## src/rtl/ms2xs_pkg.sv

```systemverilog
// ============================================================================
// Module  : ms2xs_pkg
// Brief   : Shared ternary code constants, FSM state type and clog2 helper
//           for the ms2xs ternary-by-modular polynomial multiplier.
// Revision: 1.0 - initial release
// ============================================================================
`default_nettype none

package ms2xs_pkg;

    localparam logic [1:0] C_TRIT_ZERO = 2'b00;
    localparam logic [1:0] C_TRIT_POS  = 2'b01;
    localparam logic [1:0] C_TRIT_RSV  = 2'b10;
    localparam logic [1:0] C_TRIT_NEG  = 2'b11;

    typedef enum logic [1:0] {
        ST_LOAD    = 2'd0,
        ST_COMPUTE = 2'd1,
        ST_OUTPUT  = 2'd2
    } state_t;

    function automatic int clog2(input int value);
        int r;
        r = 0;
        while ((1 << r) < value) r++;
        return r;
    endfunction

endpackage

`default_nettype wire

```

## src/rtl/ms2xs_au.sv

```systemverilog
// ============================================================================
// Module  : ms2xs_au
// Brief   : Combinational accumulator update: o_sum = i_acc + code*i_h,
//           wrapping modulo 2^LOGQ. Reserved and zero codes pass i_acc.
// Revision: 1.0 - initial release
// ============================================================================
`default_nettype none

module ms2xs_au
    import ms2xs_pkg::*;
#(
    parameter int LOGQ = 6
) (
    input  logic [LOGQ-1:0] i_acc,
    input  logic [LOGQ-1:0] i_h,
    input  logic [1:0]      i_code,
    output logic [LOGQ-1:0] o_sum
);

    always_comb begin
        o_sum = i_acc;
        case (i_code)
            C_TRIT_POS: o_sum = i_acc + i_h;
            C_TRIT_NEG: o_sum = i_acc - i_h;
            default:    o_sum = i_acc;
        endcase
    end

endmodule

`default_nettype wire

```

## src/rtl/ms2xs_axis_mul.sv

```systemverilog
// ============================================================================
// Module  : ms2xs_axis_mul
// Brief   : AXI-Stream cyclic convolution e = h*r (+m) in Z_q[x]/(x^N-1)
//           with M parallel update lanes. Define MS2XS_ADD_M_EN to add m.
// Revision: 1.0 - initial release
// ============================================================================
`default_nettype none

module ms2xs_axis_mul
    import ms2xs_pkg::*;
#(
    parameter int N       = 11,
    parameter int q       = 64,
    parameter int M       = 1,
    parameter int D_WIDTH = 32
) (
    input  logic               din_axis_aclk,
    input  logic               din_axis_areset,
    input  logic [D_WIDTH-1:0] din_axis_tdata,
    input  logic               din_axis_tvalid,
    input  logic               din_axis_tlast,
    output logic               din_axis_tready,
    output logic [D_WIDTH-1:0] dout_axis_tdata,
    output logic               dout_axis_tvalid,
    output logic               dout_axis_tlast,
    input  logic               dout_axis_tready,
    output logic               mult_done,
    output logic               frame_err
);

    localparam int LOGQ = clog2(q);
    localparam int IW   = (clog2(N) > 0) ? clog2(N) : 1;
    localparam int G    = (N + M - 1) / M;
    localparam int GW   = (clog2(G) > 0) ? clog2(G) : 1;

    localparam logic [IW-1:0] C_LAST_IDX = IW'(N - 1);
    localparam logic [GW-1:0] C_LAST_GRP = GW'(G - 1);

    state_t          r_state;
    state_t          w_state_next;
    logic [IW-1:0]   r_cnt;
    logic [IW-1:0]   r_j;
    logic [GW-1:0]   r_grp;
    logic [IW-1:0]   r_ocnt;
    logic            r_tready;
    logic            r_ovalid;
    logic            r_done;
    logic            r_ferr;

    logic [LOGQ-1:0] r_h   [N];
    logic [1:0]      r_r   [N];
    logic [LOGQ-1:0] r_acc [N];

    logic [LOGQ-1:0] w_h_in;
    logic [1:0]      w_r_in;
    logic [1:0]      w_m_in;
    logic [LOGQ-1:0] w_preload;
    logic [1:0]      w_code;
    logic            w_accept;
    logic            w_last_word;
    logic            w_grp_last;
    logic            w_comp_last;
    logic            w_out_hs;
    logic            w_out_last;
    logic            w_unused;

    logic            w_lane_en [M];
    logic [IW-1:0]   w_k       [M];
    logic [IW-1:0]   w_hidx    [M];
    logic [LOGQ-1:0] w_sum     [M];

    assign w_h_in      = din_axis_tdata[LOGQ+3:4];
    assign w_r_in      = din_axis_tdata[3:2];
    assign w_m_in      = din_axis_tdata[1:0];
    assign w_unused    = ^din_axis_tdata;

    assign w_accept    = din_axis_tvalid & r_tready;
    assign w_last_word = (r_cnt == C_LAST_IDX);
    assign w_grp_last  = (r_grp == C_LAST_GRP);
    assign w_comp_last = w_grp_last & (r_j == C_LAST_IDX);
    assign w_out_hs    = r_ovalid & dout_axis_tready;
    assign w_out_last  = (r_ocnt == C_LAST_IDX);
    assign w_code      = r_r[r_j];

`ifdef MS2XS_ADD_M_EN
    always_comb begin
        case (w_m_in)
            C_TRIT_POS: w_preload = LOGQ'(1);
            C_TRIT_NEG: w_preload = '1;
            default:    w_preload = '0;
        endcase
    end
`else
    assign w_preload = '0;
`endif

    always_comb begin
        w_state_next = r_state;
        case (r_state)
            ST_LOAD:    if (w_accept && w_last_word) w_state_next = ST_COMPUTE;
            ST_COMPUTE: if (w_comp_last)             w_state_next = ST_OUTPUT;
            ST_OUTPUT:  if (w_out_hs && w_out_last)  w_state_next = ST_LOAD;
            default:                                 w_state_next = ST_LOAD;
        endcase
    end

    // Lane l of group g owns accumulator k = g*M + l and reads h[(k-j) mod N].
    always_comb begin
        int kk;
        int hh;
        kk = 0;
        hh = 0;
        for (int l = 0; l < M; l++) begin
            kk = int'(r_grp) * M + l;
            hh = 0;
            w_lane_en[l] = 1'b0;
            if (kk < N) begin
                w_lane_en[l] = 1'b1;
                hh = (kk >= int'(r_j)) ? kk - int'(r_j) : kk + N - int'(r_j);
            end else begin
                kk = 0;
            end
            w_k[l]    = IW'(kk);
            w_hidx[l] = IW'(hh);
        end
    end

    for (genvar l = 0; l < M; l++) begin : g_lane
        ms2xs_au #(
            .LOGQ (LOGQ)
        ) u_au (
            .i_acc  (r_acc[w_k[l]]),
            .i_h    (r_h[w_hidx[l]]),
            .i_code (w_code),
            .o_sum  (w_sum[l])
        );
    end

    always_ff @(posedge din_axis_aclk) begin
        if (din_axis_areset) r_state <= ST_LOAD;
        else                 r_state <= w_state_next;
    end

    always_ff @(posedge din_axis_aclk) begin
        if (w_accept) begin
            r_h[r_cnt] <= w_h_in;
            r_r[r_cnt] <= w_r_in;
        end
    end

    always_ff @(posedge din_axis_aclk) begin
        if (din_axis_areset) begin
            r_cnt    <= '0;
            r_j      <= '0;
            r_grp    <= '0;
            r_ocnt   <= '0;
            r_tready <= 1'b0;
            r_ovalid <= 1'b0;
            r_done   <= 1'b0;
            r_ferr   <= 1'b0;
            for (int i = 0; i < N; i++) r_acc[i] <= '0;
        end else begin
            r_tready <= (w_state_next == ST_LOAD);
            r_done   <= (r_state == ST_COMPUTE) && w_comp_last;
            r_ferr   <= w_accept && din_axis_tlast && !w_last_word;
            case (r_state)
                ST_LOAD: begin
                    if (w_accept) begin
                        r_acc[r_cnt] <= w_preload;
                        // An early tlast throws the partial frame away.
                        r_cnt <= (w_last_word || din_axis_tlast) ? '0 : r_cnt + 1'b1;
                    end
                end
                ST_COMPUTE: begin
                    for (int l = 0; l < M; l++) begin
                        if (w_lane_en[l]) r_acc[w_k[l]] <= w_sum[l];
                    end
                    if (w_grp_last) begin
                        r_grp <= '0;
                        r_j   <= w_comp_last ? '0 : r_j + 1'b1;
                    end else begin
                        r_grp <= r_grp + 1'b1;
                    end
                    if (w_comp_last) begin
                        r_ovalid <= 1'b1;
                        r_ocnt   <= '0;
                    end
                end
                ST_OUTPUT: begin
                    if (w_out_hs) begin
                        if (w_out_last) begin
                            r_ovalid <= 1'b0;
                            r_ocnt   <= '0;
                        end else begin
                            r_ocnt <= r_ocnt + 1'b1;
                        end
                    end
                end
                default: ;
            endcase
        end
    end

    assign din_axis_tready  = r_tready;
    assign dout_axis_tvalid = r_ovalid;
    assign dout_axis_tdata  = r_ovalid ? {{(D_WIDTH-LOGQ){1'b0}}, r_acc[r_ocnt]} : '0;
    assign dout_axis_tlast  = r_ovalid & w_out_last;
    assign mult_done        = r_done;
    assign frame_err        = r_ferr;

endmodule

`default_nettype wire

```

## config.mk

```make
export PLATFORM = sky130hd
export DESIGN_NAME = ms2xs_axis_mul
export DESIGN_NICKNAME = d
export VERILOG_FILES = /design/src/rtl/ms2xs_pkg.sv /design/src/rtl/ms2xs_au.sv /design/src/rtl/ms2xs_axis_mul.sv
export SDC_FILE = /design/constraint.sdc
export NUM_CORES = 1
export LEC_CHECK = 0
export BUFFER_PORTS_ARGS = -buffer_cell sky130_fd_sc_hd__buf_2
export CORE_MARGIN = 1.5
export CORE_UTILIZATION = 29
export DETAILED_ROUTE_END_ITERATION = 7
export PLACE_DENSITY = 0.43
export SETUP_SLACK_MARGIN = 0.02
export SLEW_MARGIN = 20
export SYNTH_ARGS = -nofsm -noshare
export SYNTH_HDL_FRONTEND = slang
export SYNTH_SLANG_ARGS = --single-unit
export TNS_END_PERCENT = 10
```

## constraint.sdc

```tcl
create_clock -name din_axis_aclk -period 7.9 [get_ports din_axis_aclk]
set_input_delay 1.58 -clock din_axis_aclk [delete_from_list [all_inputs] [get_ports din_axis_aclk]]
set_output_delay 1.58 -clock din_axis_aclk [all_outputs]
set_load 0.05 [all_outputs]
```

==> run metrics <==
Post-CTS Setup Bufs 0; vias in the first global route 6,893; P_leak 4.12 nW; Total Power 2.40 mW; Slew @ Worst Pin 0.970 ns; DRC Markers 0; met1 usage 0.215; Post-DP HPWL 20,600 um; final setup skew 0.0257 ns; Row Count 70; diode count 0; ys async rst share 0; Via-to-Cell Ratio 5.02; synth-to-layout area growth 11.5%; RSZ-0062 raised after global routing false; Worst slew margin 0.353; Setup TNS 0 ns; fin crit share 0.876; number of max-cap violations 0; Final Non-Filler Cells 1,374; Max clock buf depth 3; via count 6,895; Mapped Cells 873; Arr. time, crit path 7.10 ns; CTS tree built; core box area 36,600 sq um; Setup-failing EPs final 0; I/O Buffers 23; routed wire length 29,000 um; Netlist cell types 69; DIE HEIGHT 196 um; 1st-pass router iterations 5; startpoint types flop; Tmin final 6.92 ns; TritonCTS Buffers 25; DR WL/cell 21.1 um; DP Area 11,300 sq um; Max VDD drop 0.000152 V; hold_buf cts 0; register area share after synthesis 0.564; final RePlAce weighted congestion 0.782; critical path class reg2reg; CP required 8.08 ns; final net count 949; worst-path maximum fanout 11; H-tree Lvls 1; Sink Count 214; M3 GR Usage 0.0269; die footprint 38,300 sq um; largest net degree at the start of global routing 43; # IOs 74; Final Max Slew Viols 0; syn avg cell area 12.3 sq um; status complete, no violations; EDFF count, synth 178; Max Clock Freq 145 MHz; Post-Syn Area 10,800 sq um; CTS root buf clkbuf_16; post-route ant nets 0; most used routing layer met2; Design Area, Final 12,000 sq um; Setup crit end kind flop; final hold vios 0; yosys warns 0; initial antenna violation count 2; Initial Utilization 0.294; Yosys reg bits 214; Post-Place Cells 1,328; GRT overflow 0; M2 GR Usage 0.239; Die X 196 um; DRT iter0 DRCs 522; Hold Path Class reg2reg; CTS clk-pin slew, worst paths 0.06 ns; Synth Flop Type edfxtp_1; share of post-route cells with drive strength above 1 0.155; GRT Total Usage 0.152; first-pass GRT wire length 43,800 um; P per Cell Area 200 nW/um^2; Worst-Skew Late Latency 0.54 ns; cts repair resizes 0
-- synth_stat cells (4+ instances only) --
cell type | n | area (sq um)
o21ai_0 | 20 | 100
buf_1 | 5 | 18.8
nor2_1 | 97 | 364
nand3_1 | 17 | 85.1
a221oi_1 | 6 | 52.6
a21oi_1 | 54 | 270
buf_4 | 26 | 195
or2_2 | 10 | 62.6
nand2_1 | 62 | 233
inv_1 | 34 | 128
a31oi_1 | 5 | 31.3
and3_1 | 5 | 31.3
o2111ai_1 | 4 | 35.0
fa_1 | 4 | 80.1
nor2b_1 | 9 | 56.3
mux4_2 | 41 | 923
buf_2 | 6 | 30.0
nand2b_1 | 15 | 93.8
nor3_1 | 11 | 55.1
a22oi_1 | 5 | 37.5
edfxtp_1 | 178 | 5350
mux2_2 | 8 | 90.1
and2_1 | 19 | 119
ha_1 | 21 | 263
o221ai_1 | 5 | 43.8
o311ai_0 | 4 | 35.0
mux2i_1 | 28 | 280
or3_1 | 8 | 50.1
xnor2_1 | 6 | 52.6
a21o_1 | 7 | 52.6
o211ai_1 | 13 | 97.6
clkbuf_1 | 37 | 139
dfxtp_1 | 36 | 721
o211a_1 | 4 | 40.0
a311oi_1 | 5 | 43.8
a211oi_1 | 6 | 45.0
-- worst max-delay path, stage by stage (launching register included) --
cell      delay (ns)
dfxtp_1         0.59
ha_1            0.41
fa_1            0.44
xnor2_1         0.15
or2_2           0.27
a21boi_1        0.26
or3_1           0.42
o21ai_0         0.15
o21ai_1         0.41
ha_1            0.31
a21oi_1         0.27
ha_1            0.30
a21o_1          0.18
a21o_1          0.19
a31oi_1         0.42
nand3_1         0.13
o22a_1          0.24
nand3_1         0.12
o311ai_1        0.20
o211ai_1        0.71
nand2_1         0.38
-- layer usage --
metal / part of all wire / up-vias / wire length (um)
met5: 0 / - / 0
met4: 0.023 / 0 / 665
met3: 0.049 / 43 / 1430
met2: 0.45 / 169 / 13000
met1: 0.48 / 3426 / 13900
li1: - / 3257 / -
-- area by class of cell --
type                            count  area [sq um]
Timing Repair Buffer               39           248
Fill cell                        3627         24600
Sequential cell                   214          6070
Tap cell                          468           586
Clock inverter                     19          91.3
Inverter                           34           128
Clock buffer                       27           633
Multi-Input combinational cell    573          4250
-- metrics by stage --
| stage | hold slack [ns] | util | setup WS (ns) |
|---|---|---|---|
| 6_report | 0.492 | 0.328 | 0.980 |
| 5_1_grt | 0.508 | 0.328 | 0.438 |
| 4_1_cts | 0.496 | 0.328 | 0.890 |
| 3_5_place_dp | 0.490 | 0.308 | 0.915 |
| 3_3_place_gp | 0.479 | 0.308 | 0.919 |
| 2_1_floorplan | 0.443 | - | 1.88 |
-- layout by cell type, fill, tap and decap left out, drive strengths merged, types with 10 or more instances in the layout --
cell type / netlist / routed
a21oi: 54 / 54
and2: 20 / 20
buf: 40 / 39
clkbuf: 37 / 27
clkinv: 0 / 16
conb: 1 / 26
dfxtp: 36 / 36
edfxtp: 178 / 178
ha: 21 / 21
inv: 34 / 35
mux2i: 29 / 29
mux4: 41 / 41
nand2: 62 / 62
nand2b: 15 / 15
nand3: 17 / 17
nor2: 97 / 97
nor3: 12 / 12
o211ai: 13 / 13
o21ai: 21 / 21
or2: 10 / 10
-- worst paths after layout --
check	start	endpoint	slack [ns]	cells past startpoint
min reg2reg	r_acc[10][2]$_SDFFE_PP0P_	r_acc[10][2]$_SDFFE_PP0P_	0.49	2
max reg2reg	r_grp[2]$_SDFFE_PP0P_	r_acc[11][5]$_DFFE_PP_	0.98	20
max	r_grp[2]$_SDFFE_PP0P_	r_acc[11][5]$_DFFE_PP_	0.98	20
min	r_acc[10][2]$_SDFFE_PP0P_	r_acc[10][2]$_SDFFE_PP0P_	0.49	2
-- state kept, by name, summed over array words and instances, names as in the netlist, named ones only --
register,count
frame_err,1
r_h,66
r_acc,96
r_ocnt,4
mult_done,1
r_j,4
dout_axis_tvalid,1
r_state,2
r_cnt,4
r_grp,4
din_axis_tready,1
r_r,22
-- report_power, final --
group / leakage, nW / switching [mW] / internal, mW
clock network: 0.354 / 0.462 / 0.576
logic: 1.79 / 0.0819 / 0.0326
registers: 1.99 / 0.00968 / 1.23
total: 4.12 / 0.554 / 1.84
-- cells by family after synthesis --
group | share of synthesized area
buf+inv | 0.0506
flops | 0.564
fa+ha+maj | 0.0319
mux | 0.122
other cells | 0.000348
simple gates | 0.118
xor+xnor | 0.00732
compound gates | 0.106
Power figures use the tool's default switching activity.
